**config.mk**
```make
export PLATFORM = sky130hd
export DESIGN_NAME = branch_resolver
export DESIGN_NICKNAME = d
export VERILOG_FILES = /design/src/rtl/ctrl_pkg.sv /design/src/rtl/sat_counter.sv /design/src/rtl/branch_resolver.sv
export SDC_FILE = /design/constraint.sdc
export NUM_CORES = 1
export LEC_CHECK = 0
export BUFFER_PORTS_ARGS = -buffer_cell sky130_fd_sc_hd__buf_2
export CORE_ASPECT_RATIO = 2
export CORE_MARGIN = 2
export CORE_UTILIZATION = 49
export CTS_BUF_LIST = sky130_fd_sc_hd__clkbuf_4 sky130_fd_sc_hd__clkbuf_8
export DETAILED_ROUTE_END_ITERATION = 10
export PLACE_DENSITY_LB_ADDON = 0.08
export SLEW_MARGIN = 20
export SYNTH_ARGS = -nofsm -noshare
export SYNTH_HDL_FRONTEND = slang
export SYNTH_SLANG_ARGS = --single-unit
```
**constraint.sdc**
```tcl
create_clock -name clock -period 4.5 [get_ports clock]
set_clock_uncertainty 0.15 [all_clocks]
set_input_delay 0.675 -clock clock [delete_from_list [all_inputs] [get_ports clock]]
set_output_delay 0.675 -clock clock [all_outputs]
set_load 0.02 [all_outputs]
```
**src/rtl/ctrl_pkg.sv**
```systemverilog
// Shared control types for the stage-4 branch resolver: word type, transfer kind,
// resolver state and the compare-flag bit indices produced by stage 3.
package ctrl_pkg;

    localparam int WORD_W = 32;

    typedef logic [WORD_W-1:0] word_t;

    typedef enum logic [1:0] {
        K_NONE = 2'b00,
        K_BR   = 2'b01,
        K_JAL  = 2'b10,
        K_JALR = 2'b11
    } kind_t;

    typedef enum logic [1:0] {
        S_IDLE     = 2'b00,
        S_REDIRECT = 2'b01,
        S_FLUSH    = 2'b10
    } state_t;

    // Bit positions inside the stage-3 compare flag vector.
    localparam logic [1:0] COND_EQ = 2'd0;
    localparam logic [1:0] COND_NE = 2'd1;
    localparam logic [1:0] COND_LT = 2'd2;
    localparam logic [1:0] COND_GE = 2'd3;

endpackage

```
**src/rtl/sat_counter.sv**
```systemverilog
// Saturating up-counter: increments on inc, sticks at all-ones.
module sat_counter #(
    parameter int W = 32
) (
    input  logic         clock,
    input  logic         reset,
    input  logic         inc,
    output logic [W-1:0] count
);

    logic [W-1:0] count_q;
    logic [W-1:0] count_d;

    always_comb begin
        count_d = count_q;
        if (inc && (count_q != '1)) begin
            count_d = count_q + W'(1);
        end
    end

    always_ff @(posedge clock or posedge reset) begin
        if (reset) begin
            count_q <= '0;
        end else begin
            count_q <= count_d;
        end
    end

    assign count = count_q;

endmodule

```
**src/rtl/branch_resolver.sv**
```systemverilog
// Stage-4 branch/JAL/JALR resolver: static not-taken, redirect handshake to fetch,
// fixed-depth flush of wrong-path stages, link value and branch statistics.
module branch_resolver
    import ctrl_pkg::*;
#(
    parameter int XLEN        = 32,
    parameter int FLUSH_DEPTH = 3,
    parameter int CNT_W       = 32
) (
    input  logic             clock,
    input  logic             reset,
    input  logic             valid_in,
    input  logic [1:0]       kind,
    input  logic [1:0]       cond,
    input  logic [3:0]       compare,
    input  logic [XLEN-1:0]  eval,
    input  logic [XLEN-1:0]  pc,
    input  logic [XLEN-1:0]  imm,
    input  logic             fetch_ready,
    output logic             redirect_valid,
    output logic [XLEN-1:0]  redirect_pc,
    output logic             flush,
    output logic             link_valid,
    output logic [XLEN-1:0]  link_value,
    output logic             busy,
    output logic [CNT_W-1:0] branch_count,
    output logic [CNT_W-1:0] taken_count
);

    localparam int FC_W = (FLUSH_DEPTH < 1) ? 1 : $clog2(FLUSH_DEPTH + 1);
    localparam logic [FC_W-1:0] FC_INIT  = FC_W'(FLUSH_DEPTH);
    localparam logic [XLEN-1:0] JALR_MSK = {{(XLEN-1){1'b1}}, 1'b0};

    state_t            state_q, state_d;
    logic [FC_W-1:0]   fcnt_q, fcnt_d;
    logic              rv_q, rv_d;
    logic [XLEN-1:0]   rpc_q, rpc_d;
    logic              flush_q, flush_d;
    logic              lv_q, lv_d;
    logic [XLEN-1:0]   lval_q, lval_d;

    kind_t             k;
    logic              taken;
    logic              accept;
    logic [XLEN-1:0]   target;

    assign k = kind_t'(kind);

    always_comb begin
        taken  = ((k == K_BR) && compare[cond]) || (k == K_JAL) || (k == K_JALR);
        accept = valid_in && (k != K_NONE) && (state_q == S_IDLE);
        target = (k == K_JALR) ? (eval & JALR_MSK) : (pc + imm);
    end

    always_comb begin
        state_d = state_q;
        fcnt_d  = fcnt_q;
        rv_d    = rv_q;
        rpc_d   = rpc_q;
        flush_d = flush_q;
        lv_d    = 1'b0;
        lval_d  = lval_q;
        case (state_q)
            S_IDLE: begin
                if (accept && taken) begin
                    state_d = S_REDIRECT;
                    rpc_d   = target;
                    rv_d    = 1'b1;
                    flush_d = 1'b1;
                end
                if (accept && ((k == K_JAL) || (k == K_JALR))) begin
                    lv_d   = 1'b1;
                    lval_d = pc + XLEN'(4);
                end
            end
            S_REDIRECT: begin
                // Target and valid hold until fetch takes it; flush continues into S_FLUSH.
                if (fetch_ready) begin
                    rv_d = 1'b0;
                    if (FLUSH_DEPTH == 0) begin
                        state_d = S_IDLE;
                        flush_d = 1'b0;
                    end else begin
                        state_d = S_FLUSH;
                        fcnt_d  = FC_INIT;
                    end
                end
            end
            S_FLUSH: begin
                if (fcnt_q <= FC_W'(1)) begin
                    state_d = S_IDLE;
                    flush_d = 1'b0;
                    fcnt_d  = '0;
                end else begin
                    fcnt_d = fcnt_q - FC_W'(1);
                end
            end
            default: begin
                state_d = S_IDLE;
                rv_d    = 1'b0;
                flush_d = 1'b0;
                fcnt_d  = '0;
            end
        endcase
    end

    always_ff @(posedge clock or posedge reset) begin
        if (reset) begin
            state_q <= S_IDLE;
            fcnt_q  <= '0;
            rv_q    <= 1'b0;
            rpc_q   <= '0;
            flush_q <= 1'b0;
            lv_q    <= 1'b0;
            lval_q  <= '0;
        end else begin
            state_q <= state_d;
            fcnt_q  <= fcnt_d;
            rv_q    <= rv_d;
            rpc_q   <= rpc_d;
            flush_q <= flush_d;
            lv_q    <= lv_d;
            lval_q  <= lval_d;
        end
    end

    sat_counter #(.W(CNT_W)) u_branch_cnt (
        .clock (clock),
        .reset (reset),
        .inc   (accept && (k == K_BR)),
        .count (branch_count)
    );

    sat_counter #(.W(CNT_W)) u_taken_cnt (
        .clock (clock),
        .reset (reset),
        .inc   (accept && taken),
        .count (taken_count)
    );

    assign redirect_valid = rv_q;
    assign redirect_pc    = rpc_q;
    assign flush          = flush_q;
    assign link_valid     = lv_q;
    assign link_value     = lval_q;
    assign busy           = (state_q != S_IDLE);

endmodule

```
==> results.py, run 1 <==
metrics = {
    "logic_synthesis": {
        "area_share_of_the_largest_cell_type_after_synthesis_pct": 43.0,
        "synth.distinct_cells": 54,
        "biggest_area_contributors_in_the_synthesized_netlist": "dfrtp_1 43%, xnor2_1 7.9%, nand2_1 6.1%",
        "synth-edff-count": 0,
        "yosysWarningCount": 0,
        "post_synth_inst_count": 872,
        "syn_avg_cell_area_um2": 9.02,
        "yosysTopAreaCell": "dfrtp_1",
        "syn-num-nets": 1018,
        "post_synthesis_sequential_element_count": 135,
        "synthArstFlopShare_pct": 100,
        "mapped_area_um2": 7870,
        "synth_seq_area_share_pct": 43.0,
        "dominantRegCellSynth": "dfrtp_1",
    },
    "grt": {
        "vias_in_the_first_global_route": 7116,
        "grt_antenna_before_repair": 2,
        "largest_net_degree_at_the_start_of_global_routing": 108,
        "grt_first_pass_wirelength_mm": 34.5,
        "globalRouteTotalUtil_pct": 25.6,
        "grt.overflow.total": 0,
    },
    "timing": {
        "slew-limit-headroom_pct": 33.5,
        "finalSetupTns_ps": 0,
        "setup_viol": 0,
        "finalMaxSlewViolations": 0,
        "rsz0062_at_grt": "false",
        "final_min_period_over_clock_period_pct": 67.8,
        "timing.final.crit_period_ps": 3050,
        "worst-slew-pin-transition_ps": 997,
        "clock.fmax_mhz": 328,
        "final_hold_vio_count": 0,
    },
    "clock_tree": {
        "h-tree-depth": 4,
        "cts_tree": "done",
        "cts-root-to-sink-buffers": 2,
        "cts_setup_buffers": 0,
        "clock-root-buffer": "clkbuf_8",
        "clk_pin_slew_worst_paths_ps": 80,
        "cts_hold_buf": 0,
        "numClockSinks": 135,
        "cts_resized": 0,
        "tritoncts.num_buffers": 17,
        "clkLatencyLatePin_ps": 450,
    },
    "route": {
        "drt.antenna.violating_nets": 0,
        "firstDrtPassIters": 7,
        "drc_errors": 0,
        "first_drt_iteration_drcs": 238,
        "vias": 7099,
        "wl_per_cell_um": 16.2,
        "postRouteWirelength_mm": 21.4,
        "route.detailed.vias_per_inst": 5.39,
    },
    "pwr": {
        "power.leakage_nw": 4.88,
        "switching_share_pct": 40.2,
        "pwr_density_cell_nw_per_um2": 471,
        "share_seq_of_total_power_pct": 38.7,
        "p_int_mw": 2.72,
        "clkPwrFrac_pct": 23.5,
        "switchingPower_mw": 1.83,
        "worst_vdd_rail_ir_drop_uv": 337,
        "pwr-share-comb_pct": 37.8,
    },
    "setup_path": {
        "ff2ff_setup_slack_ps": 1710,
        "timing.critical_path.from_type": "input pin",
        "critical_path_required_ps": 4680,
        "cp.arrival_ps": 3230,
        "end_kind": "flop",
        "critPathKind": "in -> reg",
        "rr_worst_depth": 9,
        "maximum_fanout_along_the_worst_path": 6,
        "crit-reg2reg-launch": "state_q[0]",
        "crit-reg2reg-capture": "u_taken_cnt.count[27]",
    },
    "place": {
        "detailedPlacementHpwl_mm": 16.7,
        "numPortBuffers": 238,
        "routabilityCongestion": 0.880,
    },
    "floorplan": {
        "die_y_um": 183,
        "core_area_um2": 15800,
        "floorplan.die_area_um2": 17100,
        "start_util_pct": 49.8,
        "pin_count": 240,
        "placementRows": 65,
        "die_width_um": 93.6,
    },
    "job": {
        "maxCapViolCount": 0,
    },
    "cells_and_area": {
        "layout.cells.most_common": "buf_2",
        "most-common-layout-cells": "238 x buf_2, 135 x dfrtp_1, 127 x nand2_1",
        "finish.net_count": 1247,
        "fin_util_pct": 61.3,
        "area_growth_syn_to_layout_pct": 22.9,
        "drive_gt1_share_pct": 25.9,
    },
    "worst_hold_path": {
        "hold_class": "in -> async",
    },
    "status": {
        "run_status": "finished clean",
    },
}
-- routing by layer --
layer  vias to the layer above  global-route usage [%]  wire [um]
met3                        43                    5.09       1010
li1                       3493                       -          -
met2                       202                    46.6      11700
met4                         0                    11.7        745
met5                         -                       0          0
met1                      3361                    28.2       7920
-- power groups by stage --
stage                     registers, mW  logic, mW  clock network (mW)
after floorplan                    2.17      0.692                   0
after global placement             1.77       1.71                   0
after detailed placement           1.78       1.73                   0
after CTS                          1.76       1.74                1.10
after global routing               1.81       1.89                1.14
final                              1.76       1.72                1.07
-- state kept, by name (all words and copies together) (netlist names) --
signal              cells
redirect_valid          1
link_value             32
fcnt_q                  2
u_branch_cnt.count     32
link_valid              1
redirect_pc            32
flush                   1
state_q                 2
u_taken_cnt.count      32
-- through the flow --
step / power (mW) / cell area [um2] / setup WS [ps] / cells / hold slack [ps]
2_1_floorplan: 2.86 / 7870 / 63.9 / 872 / 314
3_3_place_gp: 3.48 / 9230 / 1070 / 1283 / 299
3_5_place_dp: 3.51 / 9230 / 1010 / 1283 / 312
4_1_cts: 4.60 / 9660 / 1520 / 1315 / 286
5_1_grt: 4.84 / 9660 / 1260 / 1317 / 290
6_report: 4.55 / 9660 / 1450 / 1317 / 212
-- how the worst max path moves through the flow --
stage | slack (ps) | end | depth (start not counted) | start
finish | 1450 | redirect_pc[25] | 11 | pc[16]
floorplan | 60 | fcnt_q[0] | 1 | reset
global route | 1260 | redirect_pc[29] | 11 | pc[16]
CTS | 1520 | redirect_pc[25] | 11 | pc[16]
global placement | 1070 | redirect_pc[25] | 11 | pc[16]
detailed placement | 1010 | redirect_pc[25] | 11 | pc[16]
-- cell type report --
class / count / area [um2]
flip-flops and latches: 135 / 3380
repair buffers: 244 / 1240
diodes: 2 / 5.00
clock buffers: 21 / 289
inverters: 17 / 68.8
multi-input cells: 686 / 4300
fillers: 1522 / 6110
well taps: 201 / 251
clock inverters: 11 / 138
-- critical path, cell delays in order --
cell,delay [ps]
buf_2,120
ha_1,380
a21oi_1,380
o21ai_0,200
a221o_1,370
a32oi_1,200
o211ai_1,270
a21o_1,250
a21oi_1,160
xor2_1,150
o21ai_0,80
-- synthesized netlist by cell type (all sizes together) (6+ instances only) --
cell type and n:
dfrtp 135, nand2 127, a21oi 71, xnor2 71, nor2 65, o21ai 60, xor2 45, nand3 40
ha 37, and3 30, clkbuf 30, a21o 22, nand4 21, inv 17, nor3 15, a31oi 10
nor2b 6
-- logic make-up after synthesis --
group	after synthesis	share of synthesized area (%)
buffers and inverters	51	2.50
flip-flops	135	43.0
AO/OA/AOI/OAI	197	14.8
AND/OR/NAND/NOR	329	19.6
XOR/XNOR	116	12.9
multiplexers	6	1.05
adder cells (fa/ha/maj)	38	6.14
Note: power is estimated with default switching activity, not from simulation.
==> inputs of run 2 (changes only) <==
==> constraint.sdc (replaced) <==
create_clock -name clock -period 2.54 [get_ports clock]
set_clock_uncertainty 0.15 [all_clocks]
set_input_delay 0.381 -clock clock [delete_from_list [all_inputs] [get_ports clock]]
set_output_delay 0.381 -clock clock [all_outputs]
set_load 0.02 [all_outputs]
==> run 2 against run 1 <==
  * Setup slack lost 1300 ps
  * Non-clock buffer count up 114
  * Global-route usage is 0.86 points higher
  * First-iteration DRC count increased by 6.7%
  * Clock-buffer cell count fell by 4
==> results.py, run 2 (synthesis gave the netlist of run 1 again) <==
metrics = {
    "clock_tree": {
        "cts_setup_buffers": 0,
        "clock-root-buffer": "clkbuf_8",
        "numClockSinks": 135,
        "clk_pin_slew_worst_paths_ps": 80,
        "cts-root-to-sink-buffers": 2,
        "clkLatencyLatePin_ps": 450,
        "h-tree-depth": 4,
        "tritoncts.num_buffers": 17,
        "cts_tree": "done",
    },
    "timing": {
        "slew-limit-headroom_pct": 57.9,
        "final_critical_path_setup_slack_ps": 115,
        "final_min_period_over_clock_period_pct": 95.5,
        "timing.final.crit_period_ps": 2420,
        "final_hold_vio_count": 0,
        "setup_viol": 0,
        "worst-slew-pin-transition_ps": 632,
        "clock.fmax_mhz": 412,
        "rsz0062_at_grt": "false",
        "finalSetupTns_ps": 0,
        "finalHoldWorstSlack_ps": 26.8,
        "finalMaxSlewViolations": 0,
    },
    "grt": {
        "globalRouteTotalUtil_pct": 26.5,
        "grt_antenna_before_repair": 2,
        "grt_first_pass_wirelength_mm": 35.6,
        "grt.overflow.total": 0,
        "vias_in_the_first_global_route": 7575,
        "largest_net_degree_at_the_start_of_global_routing": 59,
    },
    "status": {
        "run_status": "finished clean",
    },
    "setup_path": {
        "critical_path_required_ps": 2730,
        "maximum_fanout_along_the_worst_path": 4,
        "timing.critical_path.from_type": "flop",
        "end_kind": "flop",
        "worst_setup_path_startpoint": "u_taken_cnt.count[4]",
        "crit-reg2reg-launch": "u_taken_cnt.count[4]",
        "rr_worst_depth": 8,
        "cp.arrival_ps": 2620,
        "critPathKind": "reg -> reg",
    },
    "place": {
        "numPortBuffers": 238,
        "routabilityCongestion": 0.926,
        "detailed_place.area_um2": 10200,
        "detailedPlacementHpwl_mm": 18.3,
        "post-place-ws_ps": -321,
        "dp_cells": 1395,
    },
    "cells_and_area": {
        "layout.cells.most_common": "buf_2",
        "final_cell_area_um2": 10600,
        "area_growth_syn_to_layout_pct": 34.9,
        "fin_util_pct": 67.2,
        "most-common-layout-cells": "238 x buf_2, 131 x dfrtp_1, 127 x nand2_1",
        "finish.net_count": 1361,
        "fillers": 1385,
        "drive_gt1_share_pct": 34.3,
        "final-instance-count-excl-fill": 1430,
    },
    "job": {
        "maxCapViolCount": 0,
    },
    "pwr": {
        "pwr_density_cell_nw_per_um2": 764,
        "power.leakage_nw": 5.42,
        "power.total_mw": 8.10,
        "worst_vdd_rail_ir_drop_uv": 666,
    },
    "route": {
        "vias": 7495,
        "drt.antenna.violating_nets": 0,
        "firstDrtPassIters": 4,
        "wl_per_cell_um": 15.8,
        "drc_errors": 0,
        "postRouteWirelength_mm": 22.6,
        "route.detailed.vias_per_inst": 5.24,
        "first_drt_iteration_drcs": 254,
    },
    "floorplan": {
        "core_area_um2": 15800,
        "placementRows": 65,
        "die_y_um": 183,
        "floorplan.die_area_um2": 17100,
        "start_util_pct": 49.8,
        "pin_count": 240,
        "die_width_um": 93.6,
    },
    "worst_hold_path": {
        "hold_class": "in -> reg",
        "worst_hold_startpoint": "eval[21]",
        "min_path_cells": 3,
    },
}
[run 2: cell types whose count changed in the layout (fill, tap and decap cells not counted), sizes merged]
cell / before / now
buf: 244 / 356
bufinv: 2 / 1
clkbuf: 21 / 17
clkinv: 4 / 9
clkinvlp: 3 / 4
diode: 2 / 1
dlygate4sd3: 0 / 2
inv: 19 / 18
[run 2: cell type report]
| cell class | count | area [um2] | share of cell area (%) |
|---|---|---|---|
| multi-input combinational | 686 | 4400 | 41.5 |
| sequential | 135 | 3380 | 31.9 |
| timing repair buffer | 358 | 2130 | 20.1 |
| tap | 201 | 251 | 2.37 |
| clock buffer | 17 | 234 | 2.21 |
| clock inverter | 15 | 130 | 1.23 |
| inverter | 17 | 67.6 | 0.637 |
| antenna | 1 | 2.50 | 0.0236 |
[run 2: power by group]
group	internal (mW)	switching, mW	leakage (nW)	total [mW]
Combinational	1.26	2.03	3.50	3.29
Sequential	2.75	0.384	1.74	3.13
Clock	0.773	0.904	0.182	1.68
Total	4.78	3.32	5.42	8.10
[run 2: worst max-delay path: stages (launching register included)]
cell	delay (ps)
dfrtp_1	420
and3_1	200
and3_1	200
nand3_1	140
or4_1	560
or2_4	260
nor2_4	120
nand4_1	120
xnor2_1	130
[run 2: timing repair]
action                                 in CTS  in global routing
gates resized for setup                     0                  7
endpoints found under the hold margin      10                  0
hold buffers                                2                  0
setup endpoints to repair                   0                 14
[run 2: metal layers]
layer  GRT usage (%)  share of wire, %  vias to the layer above
li1                -                 -                     3718
met1            27.7                37                     3501
met5               0             0.049                        -
met4            13.2               4.8                        2
met2            49.2                54                      215
met3            5.26               4.5                       59
[run 2: final timing paths]
path,to,slack [ps]
min in group asynchronous,redirect_pc[4],290
hold / removal,redirect_pc[21],30
hold reg to reg,redirect_pc[0],320
setup reg to reg,u_taken_cnt.count[27],120
setup / recovery,u_taken_cnt.count[27],120
max in group asynchronous,u_taken_cnt.count[16],1320
==> inputs of run 3 (changes only) <==
--- a/config.mk
+++ b/config.mk
@@ -8,7 +8,7 @@
 export BUFFER_PORTS_ARGS = -buffer_cell sky130_fd_sc_hd__buf_2
 export CORE_ASPECT_RATIO = 2
 export CORE_MARGIN = 2
-export CORE_UTILIZATION = 49
+export CORE_UTILIZATION = 54
 export CTS_BUF_LIST = sky130_fd_sc_hd__clkbuf_4 sky130_fd_sc_hd__clkbuf_8
 export DETAILED_ROUTE_END_ITERATION = 10
 export PLACE_DENSITY_LB_ADDON = 0.08
==> constraint.sdc (replaced) <==
create_clock -name clock -period 2.7 [get_ports clock]
set_clock_uncertainty 0.15 [all_clocks]
set_input_delay 0.405 -clock clock [delete_from_list [all_inputs] [get_ports clock]]
set_output_delay 0.405 -clock clock [all_outputs]
set_load 0.005 [all_outputs]
==> run 3 against run 2 <==
  * The run now ends with negative hold slack left
  * Register-to-register slack better by 20 ps
  * Core utilization up 5.2 points
  * Setup slack better by 22 ps
  * Cell area down 2.5%
  * Sequential power down 6.4%
  * Routed wire length down 0.61%
  * Cell count down 2.7%
  * Via count down 0.12%
  * Critical path type unchanged
  * Largest cell class unchanged
==> results.py, run 3 (synthesis gave the netlist of run 1 again) <==
metrics = {
    "grt": {
        "globalRouteTotalUtil_pct": 29.5,
        "largest_net_degree_at_the_start_of_global_routing": 136,
        "grt_antenna_before_repair": 2,
        "grt_first_pass_wirelength_mm": 35.9,
        "vias_in_the_first_global_route": 7671,
        "grt.overflow.total": 0,
    },
    "setup_path": {
        "critPathKind": "reg -> reg",
        "end_kind": "flop",
        "critPathSlowestCell": "or4_1",
        "timing.critical_path.max_delay_family": "simple AND/OR/NAND/NOR gates",
        "timing.critical_path.from_type": "flop",
        "maximum_fanout_along_the_worst_path": 5,
        "critical_path.max_stage_delay_ps": 550,
        "critical_path_required_ps": 2880,
        "cp.arrival_ps": 2750,
        "critical_path_cell_list": "and4_1 > and3_1 > nand4_2 > nor4_2 > or4_1 > or2_4 > nor2_4 > nand4_1 > xnor2_1",
        "cp.buffers_inverters": 0,
    },
    "floorplan": {
        "die_y_um": 175,
        "floorplan.die_area_um2": 15600,
        "start_util_pct": 55.1,
        "pin_count": 240,
        "core_area_um2": 14300,
        "die_width_um": 89.3,
        "placementRows": 62,
    },
    "cells_and_area": {
        "fin_util_pct": 72.4,
        "area_growth_syn_to_layout_pct": 31.4,
        "finish.net_count": 1332,
        "drive_gt1_share_pct": 31.4,
        "layout.cells.most_common": "buf_2",
        "final-instance-count-excl-fill": 1392,
        "most-common-layout-cells": "238 x buf_2, 135 x dfrtp_1, 127 x nand2_1",
    },
    "timing": {
        "finalMaxSlewViolations": 0,
        "slew-limit-headroom_pct": 47.4,
        "finalSetupTns_ps": 0,
        "clock.fmax_mhz": 390,
        "final_hold_vio_count": 20,
        "rsz0062_at_grt": "false",
        "setup_viol": 0,
        "finalHoldWorstSlack_ps": -53.7,
        "final_min_period_over_clock_period_pct": 94.9,
        "timing.final.crit_period_ps": 2560,
        "worst-slew-pin-transition_ps": 789,
    },
    "route": {
        "drt.antenna.violating_nets": 0,
        "firstDrtPassIters": 4,
        "first_drt_iteration_drcs": 268,
        "route.detailed.vias_per_inst": 5.38,
        "wl_per_cell_um": 16.1,
        "vias": 7486,
        "postRouteWirelength_mm": 22.4,
        "drc_errors": 0,
    },
    "clock_tree": {
        "cts-root-to-sink-buffers": 2,
        "numClockSinks": 135,
        "clkLatencyLatePin_ps": 450,
        "cts_hold_buf": 0,
        "cts_tree": "done",
        "tritoncts.num_buffers": 17,
        "h-tree-depth": 4,
        "clock-root-buffer": "clkbuf_8",
        "clk_pin_slew_worst_paths_ps": 80,
    },
    "place": {
        "routabilityCongestion": 0.913,
        "numPortBuffers": 238,
        "dp_cells": 1359,
        "detailedPlacementHpwl_mm": 17.5,
    },
    "status": {
        "run_status": "complete, but fails checks",
        "failed_checks": "negative hold slack",
    },
    "pwr": {
        "power.leakage_nw": 5.31,
        "share_seq_of_total_power_pct": 40.7,
        "p_int_mw": 4.79,
        "clkPwrFrac_pct": 26.4,
        "switchingPower_mw": 2.42,
        "worst_vdd_rail_ir_drop_uv": 449,
        "power.total_mw": 7.21,
        "pwr_density_cell_nw_per_um2": 697,
        "pwr-share-comb_pct": 32.9,
        "switching_share_pct": 33.5,
    },
    "worst_hold_path": {
        "hold_class": "in -> async",
    },
    "job": {
        "maxCapViolCount": 0,
    },
}
run 3: cell types whose count changed in the layout (fill, tap and decap cells not counted), sizes merged:
cell,previous run,this run
buf,356,329
bufinv,1,4
clkbuf,17,20
clkinv,9,4
clkinvlp,4,3
diode,1,2
dlygate4sd3,2,0
inv,18,17
run 3: per-layer routing:
| metal | share of wire, % | track usage [%] |
|---|---|---|
| met5 | 0 | 0 |
| met4 | 4.5 | 14.1 |
| met3 | 4.2 | 5.67 |
| met2 | 55 | 53.5 |
| met1 | 36 | 31.4 |
run 3: power groups by stage:
stage	Combinational, mW	Sequential (mW)	Clock [mW]
after floorplan	1.15	2.99	0
after global placement	2.33	2.95	0
after detailed placement	2.39	2.96	0
after CTS	2.40	2.93	1.93
after global routing	2.66	3.01	2.02
final	2.37	2.93	1.90
run 3: worst register-to-register path: cells and delay by family, from the launching register on:
kind	cells	cell delay [ps]
AND/OR/NAND/NOR	8	1740
flip-flops	1	430
XOR/XNOR	1	140
run 3: final timing paths:
path	startpoint	endpoint	slack (ps)	depth (start not counted)
max	u_taken_cnt.count[16]	u_taken_cnt.count[27]	140	9
min	reset	u_branch_cnt.count[14]	-50	3
max reg2reg	u_taken_cnt.count[16]	u_taken_cnt.count[27]	140	9
min reg2reg	redirect_pc[0]	redirect_pc[0]	320	2
max in group asynchronous	reset	link_value[7]	1800	3
min in group clock	eval[1]	redirect_pc[1]	50	3
run 3: layout make-up:
type / count / area (um2)
flip-flops and latches: 135 / 3380
fillers: 1218 / 3940
clock inverters: 11 / 171
well taps: 192 / 240
clock buffers: 20 / 275
diodes: 2 / 5.00
repair buffers: 329 / 1890
inverters: 17 / 67.6
multi-input cells: 686 / 4310
run 3: repair_timing:
action,4_1_cts,5_1_grt
setup buffers,0,0
gates resized for setup,0,3
setup endpoints to repair,0,4
run 3: metrics by stage:
stage               cell area (um2)  hold slack [ps]  setup WS, ps
detailed placement             9870              311          -307
global route                  10300             36.8          1.64
CTS                           10300             25.6          95.9
global placement               9870              297          -295
finish                        10300            -53.7           137
floorplan                      7870              313          16.9
